<file path="src/rtl/reaction_score_gen_if.sv">
// rtl/reaction_score_gen_if.sv - score producer handshake bundle
//
// Purpose: groups the trial control inputs and the score/status outputs of
// reaction_score_gen so they travel together to the consumer.
// Signals:
//   start        request to begin a trial (single cycle)
//   stop         player button press (single cycle)
//   led_on       reaction count running
//   busy         trial in progress (WAIT or TIMING)
//   score        BCD score, digit 0 in bits [3:0]
//   score_valid  one-cycle pulse when score is final
//   early        stop was pressed before the LED came on
//   timeout      trial ended by reaching the maximum score
// Modports: master = score producer, slave = consumer / stimulus side.

interface reaction_score_gen_if #(
   parameter int N = 4
);
   logic           start;
   logic           stop;
   logic           led_on;
   logic           busy;
   logic [4*N-1:0] score;
   logic           score_valid;
   logic           early;
   logic           timeout;

   modport master (
      input  start, stop,
      output led_on, busy, score, score_valid, early, timeout
   );

   modport slave (
      output start, stop,
      input  led_on, busy, score, score_valid, early, timeout
   );
endinterface

</file>
<file path="src/rtl/reaction_score_gen.sv">
// rtl/reaction_score_gen.sv - reaction timer trial FSM producing a BCD score
//
// Purpose: runs one reaction trial per start request: pseudo-random wait,
// LED on, BCD millisecond count until stop, then a frozen score with a
// one-cycle valid pulse. Lower score is better.
// Ports:
//   clk    system clock, rising edge
//   reset  asynchronous active-high reset
//   sif    reaction_score_gen_if.master (start/stop in; led_on, busy, score,
//          score_valid, early, timeout out)
// Optional feature macro: SCORE_TIMEOUT_EN -- when defined, a TIMING trial
// that reaches all 9s ends on the next ms tick with timeout=1; when undefined
// the score saturates and timeout is tied 0.

module reaction_score_gen #(
   parameter int N            = 4,
   parameter int TICKS_PER_MS = 50000,
   parameter int DELAY_MIN_MS = 1000
) (
   input  logic                 clk,
   input  logic                 reset,
   reaction_score_gen_if.master sif
);

   localparam int SW = 4 * N;
   localparam int PW = (TICKS_PER_MS > 1) ? $clog2(TICKS_PER_MS) : 1;
   // Wide enough for DELAY_MIN_MS + 1023.
   localparam int DW = $clog2(DELAY_MIN_MS + 1024);

   typedef enum logic [2:0] {
      IDLE,
      WAIT,
      TIMING,
      DONE,
      EARLY
   } state_t;

   state_t          state_q, state_d;
   logic [9:0]      lfsr_q, lfsr_d;
   logic [PW-1:0]   presc_q, presc_d;
   logic [DW-1:0]   delay_q, delay_d;
   logic [SW-1:0]   score_q, score_d;
   logic            led_on_q, led_on_d;
   logic            busy_q, busy_d;
   logic            score_valid_q, score_valid_d;
   logic            early_q, early_d;
   logic            tick;
   logic            all_nines;
`ifdef SCORE_TIMEOUT_EN
   logic            timeout_q, timeout_d;
   logic            timeout_hit;
`endif

   // Ripple-carry BCD increment; wraps all 9s to 0 (caller guards saturation).
   function automatic logic [SW-1:0] bcd_inc(input logic [SW-1:0] v);
      logic [SW-1:0] r;
      logic          carry;
      r     = v;
      carry = 1'b1;
      for (int i = 0; i < N; i++) begin
         if (carry) begin
            if (v[4*i +: 4] == 4'd9) begin
               r[4*i +: 4] = 4'd0;
            end else begin
               r[4*i +: 4] = v[4*i +: 4] + 4'd1;
               carry       = 1'b0;
            end
         end
      end
      return r;
   endfunction

   assign tick      = (presc_q == PW'(TICKS_PER_MS - 1));
   assign all_nines = (score_q == {N{4'h9}});

   always_comb begin
      state_d  = state_q;
      // x^10 + x^7 + 1, taps at bits 9 and 6; free-runs in every state.
      lfsr_d   = {lfsr_q[8:0], lfsr_q[9] ^ lfsr_q[6]};
      delay_d  = delay_q;
      score_d  = score_q;
`ifdef SCORE_TIMEOUT_EN
      timeout_hit = 1'b0;
`endif

      case (state_q)
         IDLE, DONE, EARLY: begin
            // start has priority over a simultaneous stop here.
            if (sif.start) begin
               state_d = WAIT;
               delay_d = DW'(DELAY_MIN_MS) + DW'(lfsr_q);
            end
         end
         WAIT: begin
            // A stop coinciding with delay expiry is still an early press.
            if (sif.stop) begin
               state_d = EARLY;
            end else if (tick) begin
               if (delay_q <= DW'(1)) begin
                  state_d = TIMING;
                  delay_d = '0;
                  score_d = '0;
               end else begin
                  delay_d = delay_q - DW'(1);
               end
            end
         end
         TIMING: begin
            // A tick landing on the stop edge is not counted.
            if (sif.stop) begin
               state_d = DONE;
            end else if (tick) begin
               if (all_nines) begin
`ifdef SCORE_TIMEOUT_EN
                  state_d     = DONE;
                  timeout_hit = 1'b1;
`endif
               end else begin
                  score_d = bcd_inc(score_q);
               end
            end
         end
         default: state_d = IDLE;
      endcase

      // Prescaler restarts on every state change so each phase measures
      // whole milliseconds from its own entry edge.
      if (state_d != state_q || tick) begin
         presc_d = '0;
      end else begin
         presc_d = presc_q + PW'(1);
      end

      led_on_d      = (state_d == TIMING);
      busy_d        = (state_d == WAIT) || (state_d == TIMING);
      early_d       = (state_d == EARLY);
      score_valid_d = (state_d == DONE) && (state_q != DONE);
`ifdef SCORE_TIMEOUT_EN
      timeout_d     = (state_d == DONE) && (timeout_hit || timeout_q);
`endif
   end

   always_ff @(posedge clk or posedge reset) begin
      if (reset) begin
         state_q       <= IDLE;
         lfsr_q        <= 10'h001;
         presc_q       <= '0;
         delay_q       <= '0;
         score_q       <= '0;
         led_on_q      <= 1'b0;
         busy_q        <= 1'b0;
         score_valid_q <= 1'b0;
         early_q       <= 1'b0;
`ifdef SCORE_TIMEOUT_EN
         timeout_q     <= 1'b0;
`endif
      end else begin
         state_q       <= state_d;
         lfsr_q        <= lfsr_d;
         presc_q       <= presc_d;
         delay_q       <= delay_d;
         score_q       <= score_d;
         led_on_q      <= led_on_d;
         busy_q        <= busy_d;
         score_valid_q <= score_valid_d;
         early_q       <= early_d;
`ifdef SCORE_TIMEOUT_EN
         timeout_q     <= timeout_d;
`endif
      end
   end

   assign sif.led_on      = led_on_q;
   assign sif.busy        = busy_q;
   assign sif.score       = score_q;
   assign sif.score_valid = score_valid_q;
   assign sif.early       = early_q;
`ifdef SCORE_TIMEOUT_EN
   assign sif.timeout     = timeout_q;
`else
   assign sif.timeout     = 1'b0;
`endif

endmodule

</file>
<file path="src/flat_wrapper.sv">
// flat-port wrapper written by rule: the top's interface ports become plain ports
module reaction_score_gen_flat 
#(
   parameter int N            = 4,
   parameter int TICKS_PER_MS = 50000,
   parameter int DELAY_MIN_MS = 1000
)
  (clk, reset, sif_start, sif_stop, sif_led_on, sif_busy, sif_score, sif_score_valid, sif_early, sif_timeout);
  reaction_score_gen_if #(.N(N)) sif_i ();
  input  logic clk;
  input  logic reset;
  input wire logic [$bits(sif_i.start)-1:0] sif_start;
  input wire logic [$bits(sif_i.stop)-1:0] sif_stop;
  output wire logic [$bits(sif_i.led_on)-1:0] sif_led_on;
  output wire logic [$bits(sif_i.busy)-1:0] sif_busy;
  output wire logic [$bits(sif_i.score)-1:0] sif_score;
  output wire logic [$bits(sif_i.score_valid)-1:0] sif_score_valid;
  output wire logic [$bits(sif_i.early)-1:0] sif_early;
  output wire logic [$bits(sif_i.timeout)-1:0] sif_timeout;
  assign sif_i.start = sif_start;
  assign sif_i.stop = sif_stop;
  assign sif_led_on = sif_i.led_on;
  assign sif_busy = sif_i.busy;
  assign sif_score = sif_i.score;
  assign sif_score_valid = sif_i.score_valid;
  assign sif_early = sif_i.early;
  assign sif_timeout = sif_i.timeout;
  reaction_score_gen #(.N(N), .TICKS_PER_MS(TICKS_PER_MS), .DELAY_MIN_MS(DELAY_MIN_MS)) u_core (.clk(clk), .reset(reset), .sif(sif_i));
endmodule
</file>
<file path="config.mk">
export PLATFORM = sky130hd
export DESIGN_NAME = reaction_score_gen_flat
export DESIGN_NICKNAME = d
export VERILOG_FILES = /design/src/rtl/reaction_score_gen_if.sv /design/src/rtl/reaction_score_gen.sv /design/src/flat_wrapper.sv
export SDC_FILE = /design/constraint.sdc
export NUM_CORES = 1
export LEC_CHECK = 0
export ABC_AREA = 1
export CAP_MARGIN = 10
export CORE_MARGIN = 4
export CORE_UTILIZATION = 42
export CTS_BUF_LIST = sky130_fd_sc_hd__clkbuf_8
export DETAILED_ROUTE_END_ITERATION = 8
export PLACE_DENSITY = 0.73
export SLEW_MARGIN = 20
export SYNTH_ARGS = -nofsm -noshare
export SYNTH_HDL_FRONTEND = slang
export SYNTH_SLANG_ARGS = --single-unit
</file>
<file path="constraint.sdc">
create_clock -name clk -period 1.6 [get_ports clk]
set_input_delay 0.24 -clock clk [delete_from_list [all_inputs] [get_ports clk]]
set_output_delay 0.24 -clock clk [all_outputs]
set_load 0.02 [all_outputs]
</file>
Word-level counts from Yosys, hierarchy flattened
Index checks and enable logic that the tools add are counted.
- register bits: 60
- output and inout port bits: 21
- bits of input ports: 4
- word-level logic and storage cells: 102
- order comparisons: 1
- $add $sub $neg: 7
- mux-type cells: 43
- reduce and logical (&&, ||, !) cells: 12
- bitwise gates (word level): 1
- equal/unequal tests: 26
- operators by type and width (kind ; count):
    $mux W16 ; 7
    $mux W11 ; 4
    $eq A16 B16 Y1 const B ; 2
    $pmux W16 S2 ; 1
    $mux W4 ; 7
    $reduce_and A8 Y1 ; 3
    $pmux W11 S2 ; 1
    $mux W1 ; 17
    $add A16 B1 Y16 const B ; 1
    $add A4 B1 Y4 const B ; 4
    $eq A4 B4 Y1 const B ; 4
    $mux W3 ; 5
    $eq A3 B2 Y1 const B ; 4
    $ne A2 B1 Y1 const B ; 6
    $add A10 B10 Y11 const A ; 1
    $le A11 B1 Y1 const B ; 1
    $sub A11 B1 Y11 const B ; 1
    $pmux W3 S3 ; 1
    $ne A2 B2 Y1 const B ; 4
    $reduce_and A7 Y1 ; 1
    $eq A3 B1 Y1 const B ; 2
    $eq A3 B3 Y1 const B ; 2
    $reduce_and A4 Y1 ; 1
    $reduce_bool A2 Y1 ; 2
    7 further kinds ; 8

Depth between registers and ports, before layout
Gate-level depths: netlist of run 1.
- word-level depth: 21
- depth in mapped cells: 14
- depth with buffers taken out: 13

Worst setup path after synthesis of run 1
Ideal clock, no wire load.
- path type: register -> register
- start: register u_core.presc_q[0]
- end: register u_core.presc_q[9]
- path slack: -0.078 ns
- cell stages (with the launch flop): 14
- buffers on the path: 1
- library setup time: 0.128 ns
- arrival time: 1.550 ns
- required time: 1.472 ns
- clock period less this slack: 1.678 ns
- cells stage by stage: dfrtp_1 ha_1 nand3_1 nor2_1 nand2_1 inv_1 nand2_1 nand2_1 nand2_2 nand2_1 nand2_1 nand2_4 buf_12 nor2_4
- cells in the longest elaborated chain, start to end: 7
- elaborated cells between the ends (all ways): 8
- classes of those cells: 1 x add/sub; 2 x eq/ne; 4 x mux; 1 x reduce/logical
- ends and longest elaborated chain (element ; RTL line ; RTL):
    start: declaration ; reaction_score_gen.sv:40 ; logic [PW-1:0] presc_q, presc_d;
    start signal: assignment ; reaction_score_gen.sv:160 ; presc_q <= presc_d;
    $eq A16 B16 Y1 ; reaction_score_gen.sv:73 ; assign tick = (presc_q == PW'(TICKS_PER_MS - 1));
    $mux W3 ; reaction_score_gen.sv:98 ; end else if (tick) begin
    $mux W3 ; reaction_score_gen.sv:96 ; if (sif.stop) begin
    $pmux W3 S3 ; reaction_score_gen.sv:86 ; case (state_q)
    via u_core.state_d[0] ; reaction_score_gen.sv:38 ; state_t state_q, state_d;
    $ne A3 B3 Y1 ; reaction_score_gen.sv:128 ; if (state_d != state_q || tick) begin
    $logic_or A1 B1 Y1 ; reaction_score_gen.sv:128 ;
    $mux W16 ; reaction_score_gen.sv:128 ;
    via u_core.presc_d[9] ; reaction_score_gen.sv:40 ;
The timed path passes the listed nets, and every way through them passes these cells.
A chain may end at the register's enable or synchronous reset.

Worst setup path in the final report of run 1
- start: register u_core.score_q[1], in the netlist u_core.sif.score[1]
- end: register u_core.score_q[4], in the netlist u_core.sif.score[4]
- cells in the longest elaborated chain, start to end: 8
- elaborated cells between the ends (all ways): 10
- classes of those cells: 4 x eq/ne; 5 x mux; 1 x reduce/logical
- ends and longest elaborated chain (element ; RTL line ; RTL):
    start: declaration ; reaction_score_gen.sv:42 ; logic [SW-1:0] score_q, score_d;
    start signal: assignment ; reaction_score_gen.sv:162 ; score_q <= score_d;
    $eq A4 B4 Y1 ; reaction_score_gen.sv:62 ; if (v[4*i +: 4] == 4'd9) begin
    $mux W1 ; reaction_score_gen.sv:62 ;
    $mux W1 ; reaction_score_gen.sv:113 ; if (all_nines) begin
    $mux W1 ; reaction_score_gen.sv:112 ; end else if (tick) begin
    $mux W1 ; reaction_score_gen.sv:110 ; if (sif.stop) begin
    $mux W1 ; reaction_score_gen.sv:86 ;
    $ne A2 B1 Y1 (no line) ; n/a ;
    $reduce_and A8 Y1 (no line) * ; n/a ;
Mark *: on every way between the ends. The rest lies on a longest branch, timed or not. The select of a mux whose other input is x is not followed.

==> results of run 1 <==
-- sequential cells by signal, indices dropped and copies added, names as in the netlist --
signal / flops
u_core.lfsr_q: 10
u_core.delay_q: 11
u_core.state_q: 3
u_core.sif.score: 16
u_core.sif.score_valid: 1
u_core.presc_q: 16
u_core.sif.led_on: 1
u_core.sif.busy: 1
u_core.sif.early: 1
-- cell usage after synthesis (all sizes together) --
library cell	instances
o21a	1
nand4	7
inv	52
nand2	87
dfrtp	59
o21ai	35
or2	6
nor3b	1
xor2	17
a21oi	19
a31oi	1
nor2	76
nand3	25
nor4	2
conb	1
xnor2	7
buf	5
nand3b	2
dfstp	1
ha	12
clkbuf	1
o21bai	3
nor3	12
clkinv	1
-- where the power goes --
part | internal, uW | switching, uW
clock network | 999 | 639
logic | 1870 | 2450
registers | 1740 | 261
total | 4610 | 3350
-- final timing paths --
| kind | to | slack (ps) | cells after the start |
|---|---|---|---|
| worst max-delay path | u_core.sif.score[4]$_DFFE_PP0P_ | -190 | 10 |
| worst min-delay path | u_core.sif.score[0]$_DFFE_PP0P_ | 240 | 2 |
| worst max register to register | u_core.sif.score[4]$_DFFE_PP0P_ | -190 | 10 |
| worst min register to register | u_core.lfsr_q[5]$_DFF_PP0_ | 410 | 0 |
| max in group asynchronous | u_core.lfsr_q[0]$_DFF_PP1_ | 860 | 3 |
| min in group clk | u_core.lfsr_q[5]$_DFF_PP0_ | 410 | 0 |
-- critical path: cells and delay by family (launching register included) --
| kind | cells | cell delay (ps) |
|---|---|---|
| compound gates | 1 | 120 |
| fa+ha+maj | 1 | 150 |
| buf+inv | 1 | 90 |
| flops | 1 | 400 |
| simple gates | 7 | 930 |
-- logic make-up after synthesis --
logic type	Yosys count
buffers and inverters	59
XOR/XNOR	24
AO/OA/AOI/OAI	59
AND/OR/NAND/NOR	218
flip-flops	60
other	1
adder cells (fa/ha/maj)	12
-- layer usage --
layer	up-vias	track usage	part of all wire
li1	1660	-	-
met1	1791	0.2410	0.38
met2	220	0.3373	0.49
met3	75	0.05025	0.071
met4	0	0.08613	0.056
met5	-	0	0
-- final cells by class --
class	instances	area share
multi-input combinational	314	0.4155
sequential	60	0.2713
timing repair buffer	135	0.2088
inverter	53	0.03892
clock buffer	12	0.02970
tap	102	0.02295
clock inverter	4	0.01282
-- per-stage QoR --
| step | TNS (ps) | instances | instance area (um^2) |
|---|---|---|---|
| CTS | -1393 | 665 | 4970 |
| finish | -5078 | 680 | 5562 |
| floorplan | -581.6 | 433 | 3487 |
| detailed placement | -6592 | 630 | 4434 |
| global route | -8542 | 680 | 5562 |
| global placement | -4324 | 630 | 4434 |
-- timing repair --
action | CTS | global route
buffers inserted | 19 | 18
hold buffers | 0 | 0
gates resized for setup | 78 | 136
endpoints found under the setup margin | 59 | 46
hold endpoints to repair | 0 | 0
pin swaps | 27 | 42
==> impl_metrics.ini, run 1 <==
[status]
status = finished with violations
failed_checks = negative setup slack

[die]
dieArea_um2 = 9772
fp.dieW_um = 98.86
rows = 32
ios = 25
die_h_um = 98.86
start_util = 0.4396
core_area_um2 = 7888

[synthesis]
yosys.area.top_type_share = 0.4258
synth_seq_cells = 60
synth_fa_ha_area_frac = 0.04331
yosysSeqAreaShare = 0.4334
synth_top_family_by_area = simple AND/OR/NAND/NOR gates
synth_compound_area_frac = 0.09383
avgSynthCellArea_um2 = 8.007
yosys-top-cells-area = dfrtp_1, nand2_1, nor2_1, inv_1, o21ai_0
synth-simple-area-share = 0.2963
syn_area_um2 = 3467
synthXorXnorAreaFrac = 0.06063
synthMuxAreaShare = 0
syn_nets = 449
yosysUniqueCellTypes = 39
synth_top_cell_by_area = dfrtp_1
yosysWarnings = 0
synthCells = 433

[drt]
first_iter_violations = 321
routed_wl_um = 12170
drc_errors = 0
post_drt_wl_per_cell_um = 17.90
avgViaCountPerCell = 5.509
detail-route-antenna-nets = 0
first_pass_iters = 5
vias = 3746

[global_routing]
overflow = 0
grt_max_degree = 31
antenna_found_initial = 0
grt_use_total = 0.1998
first_global_vias = 3473
grt_first_pass_wirelength_um = 15740

[placement]
portBuffers = 23
dp_hpwl_um = 6092
pre_cts_ws_ps = -232.8
place.gp.congestion = 0.9030

[finish]
antenna_cells = 0
mostFrequentLayoutCells = buf_4, dfrtp_1, nand2_1, inv_1, nor2_1
fill_cells = 480
seq_area_um2 = 1509
drive_above_1_share = 0.4810
layout.nets = 589
multi_input_area_um2 = 2311
final_core_util = 0.7051
syn2layout_area_growth_pct = 60.41
final_common_cell = buf_4

[sta]
period_share = 1.119
finClkSkew_ps = 11.11
worst_slack_ps = -190.2
slew_violations = 0
rsz0062_at_grt = yes
max_freq_mhz = 558.6
hold_ws_ps = 235.4
hold_viol = 0
timing.final.crit_period_ps = 1790
setup_viol = 43

[cts]
clk_latency_ps = 360
cts_max_level = 3
cts_tree = done
clk_pin_slew_ps = 70
cts_sinks = 60
cts_buffers = 9
cts_root_buf = clkbuf_8
clock_path_buffers = 2

[critical_path]
crit_start = u_core.sif.score[1]$_DFFE_PP0P_
max_stage_delay_ps = 400
worstSetupStartpointType = register
cp-end-kind = register
crit_required_ps = 1860
crit_type = reg -> reg
slowest_stage = dfrtp_1
worstPathArrival_ps = 2050
reg2reg_from = u_core.sif.score[1]$_DFFE_PP0P_
path_max_fanout = 8
crit_chain = inv_2 > ha_4 > nand3_4 > nor2_4 > nand4_1 > nand2_2 > nor2_2 > nand2_4 > nand2_1 > o21ai_1

[pwr]
power_per_cell_area_nw_per_um2 = 1430
leakage_uw = 0.002611
vdd_drop_max_mv = 0.8788
power_uw = 7954

[hold_path]
hold_path_class = in -> async

[job]
maxCapViolCount = 0
(Power assumes the default switching activity.)
==> run 2, diff against run 1 <==
ABC_AREA = 0   (was 1)
==> run 2 against run 1 <==
Against the previous run:
- the flow still finishes with violations (negative setup slack)
- sequential power is 10% lower
- cell count shrank 20%
- die area down 6.9%
- critical path depth shrank 4
- sequential cell count unchanged
- clock power about the same
- final area decreased by 12%
- global-route usage rose by 0.37 points
- first-iteration DRC count is 47% lower
- clock skew shrank 3.2 ps
- sequential share of layout area grew 3.7 points
==> impl_metrics.ini, run 2 <==
[synthesis]
ys_top_cells_by_count = dfrtp_1, nor2_1, o21ai_0, nand2_1
syn_area_um2 = 3207
synthArstFlopShare = 1.000
synth_seq_cells = 60
synth_top_cell_by_area = dfrtp_1
synth_flop_cell = dfrtp_1
yosys.area.top_type_share = 0.4604
yosysSeqAreaShare = 0.4686
syn_nets = 336
yosysWarnings = 0
yosysMostFrequentCell = dfrtp_1
synth_edf_count = 0
yosysUniqueCellTypes = 57
synthCells = 320
avgSynthCellArea_um2 = 10.02
yosys-top-cells-area = dfrtp_1, ha_1, nor2_1, xnor2_1, o21ai_0

[critical_path]
critical_path.top_delay_family = simple AND/OR/NAND/NOR gates
crit_required_ps = 1830
timing.rr.end = u_core.sif.score[15]$_DFFE_PP0P_
cp.depth = 6
critPathBufInv = 0
reg2reg_from = u_core.delay_q[4]$_DFFE_PP0P_
crit_end = u_core.sif.score[15]$_DFFE_PP0P_
crit_chain = or4_4 > and4b_1 > or2b_4 > nand4_4 > o31ai_1 > o31ai_2
crit_start = u_core.delay_q[4]$_DFFE_PP0P_
worstSetupStartpointType = register
reg2reg_depth = 6
max_stage_delay_ps = 550
cp-end-kind = register
worstPathArrival_ps = 2440
slowest_stage = or4_4
path_max_fanout = 7
regToRegSetupSlack_ps = -610
crit_type = reg -> reg

[job]
maxCapViolCount = 0

[pwr]
pwr-share-seq = 0.323
leakage_uw = 0.002225
p_int_uw = 3745
p_clk_frac = 0.292
p_switching_uw = 1844
power_per_cell_area_nw_per_um2 = 1147
p_sw_frac = 0.3299
p_comb_frac = 0.386
vdd_drop_max_mv = 0.5704

[status]
failed_checks = negative setup slack
status = finished with violations

[finish]
drive_above_1_share = 0.4108
final_core_util = 0.6646
seq_area_um2 = 1503
layout.nets = 454
syn2layout_area_growth_pct = 51.93
antenna_cells = 0
final_common_cell = buf_4
mostFrequentLayoutCells = buf_4, dfrtp_1, nor2_1, dlygate4sd2_1, xnor2_1
multi_input_area_um2 = 1906
final_cells = 542
fill_cells = 505

[global_routing]
first_global_vias = 3048
grt_use_total = 0.2035
grt_first_pass_wirelength_um = 14270
antenna_found_initial = 0
grt_max_degree = 61
overflow = 0

[die]
ios = 25
core_area_um2 = 7331
die_h_um = 95.38
rows = 31
dieArea_um2 = 9097
start_util = 0.4374
fp.dieW_um = 95.38

[drt]
post_drt_wl_per_cell_um = 16.92
detail-route-antenna-nets = 0
vias = 2961
first_iter_violations = 171
routed_wl_um = 9173
first_pass_iters = 4
avgViaCountPerCell = 5.463
drc_errors = 0

[placement]
portBuffers = 23
place.gp.congestion = 0.8787
placed_cells = 512
dp_hpwl_um = 5288

[sta]
worst_slack_ps = -612.0
setup_viol = 47
slew_violations = 0
rsz0062_at_grt = yes
hold_viol = 0
timing.final.crit_period_ps = 2212
worst_slew_margin_rel = 0.5700
max_freq_mhz = 452.1
tightest_slew_ps = 638.3
finClkSkew_ps = 7.900
hold_ws_ps = 324.8
period_share = 1.383

[cts]
clk_pin_slew_ps = 70
cts_tree = done
clock_path_buffers = 2
cts_buffers = 9
cts_sinks = 60
hold_buffers = 0
cts_max_level = 3
cts_root_buf = clkbuf_8
clk_latency_ps = 350

[hold_path]
hold_path_class = in -> async
## run 2: layout make-up
| type | count | area share |
|---|---|---|
| flip-flops and latches | 60 | 0.3084 |
| inverters | 15 | 0.01233 |
| clock buffers | 12 | 0.03390 |
| multi-input cells | 233 | 0.3911 |
| clock inverters | 4 | 0.01438 |
| repair buffers | 119 | 0.2144 |
| well taps | 99 | 0.02542 |
## run 2: per-stage QoR
step                total power [uW]  TNS (ps)  setup slack (ps)  instance area [um^2]
floorplan                       2665    -13040            -625.1                  3227
global placement                3273    -11970            -504.6                  4141
detailed placement              3303    -14780            -639.1                  4141
CTS                             5259    -13490            -546.2                  4632
global route                    5867    -21420            -667.6                  4872
finish                          5589    -18010            -612.0                  4872
## run 2: power groups by stage
stage,Combinational [uW],Sequential [uW],Clock (uW)
after global routing,2320,1820,1720
after floorplan,797,1870,0
final,2150,1800,1630
after detailed placement,1470,1830,0
after CTS,1810,1800,1650
after global placement,1450,1820,0
## run 2: per-layer routing
layer,GRT usage,share of wire
met5,0,0
met4,0.1126,0.027
met3,0.03867,0.040
met2,0.3271,0.52
met1,0.2575,0.41
## run 2: kinds of logic after synthesis
kind of cell,count (synthesis),synth area share
adder cells (fa/ha/maj),12,0.04682
multiplexers,2,0.008192
other,1,0.001169
buffers and inverters,27,0.04058
AND/OR/NAND/NOR,120,0.2076
flip-flops,60,0.4686
AO/OA/AOI/OAI,77,0.1697
XOR/XNOR,21,0.05736
## run 2: worst min-delay path by stage
stage | end
final | u_core.sif.score[8]$_DFFE_PP0P_
after CTS | u_core.sif.score[9]$_DFFE_PP0P_
after global routing | u_core.sif.score[8]$_DFFE_PP0P_
after detailed placement | u_core.lfsr_q[2]$_DFF_PP0_
after floorplan | u_core.delay_q[0]$_DFFE_PP0P_
after global placement | u_core.lfsr_q[2]$_DFF_PP0_
## run 2: timing repair
item / 4_1_cts / 5_1_grt
resized for setup: 62 / 53
pin swaps: 18 / 21
cloned: 3 / 0
endpoints found under the setup margin: 63 / 47
buffers inserted: 5 / 7
## run 2: worst reg2reg max path: cells and delay by family, from the launching register on
family | cells | cell delay (ps)
flip-flops | 1 | 380
AO/OA/AOI/OAI | 2 | 490
AND/OR/NAND/NOR | 4 | 1220
==> run 3, diff against run 2 <==
SLEW_MARGIN = default   (was 20)
==> results of run 3 <==
Final layout, timing and power as in run 2 (identical DEF).
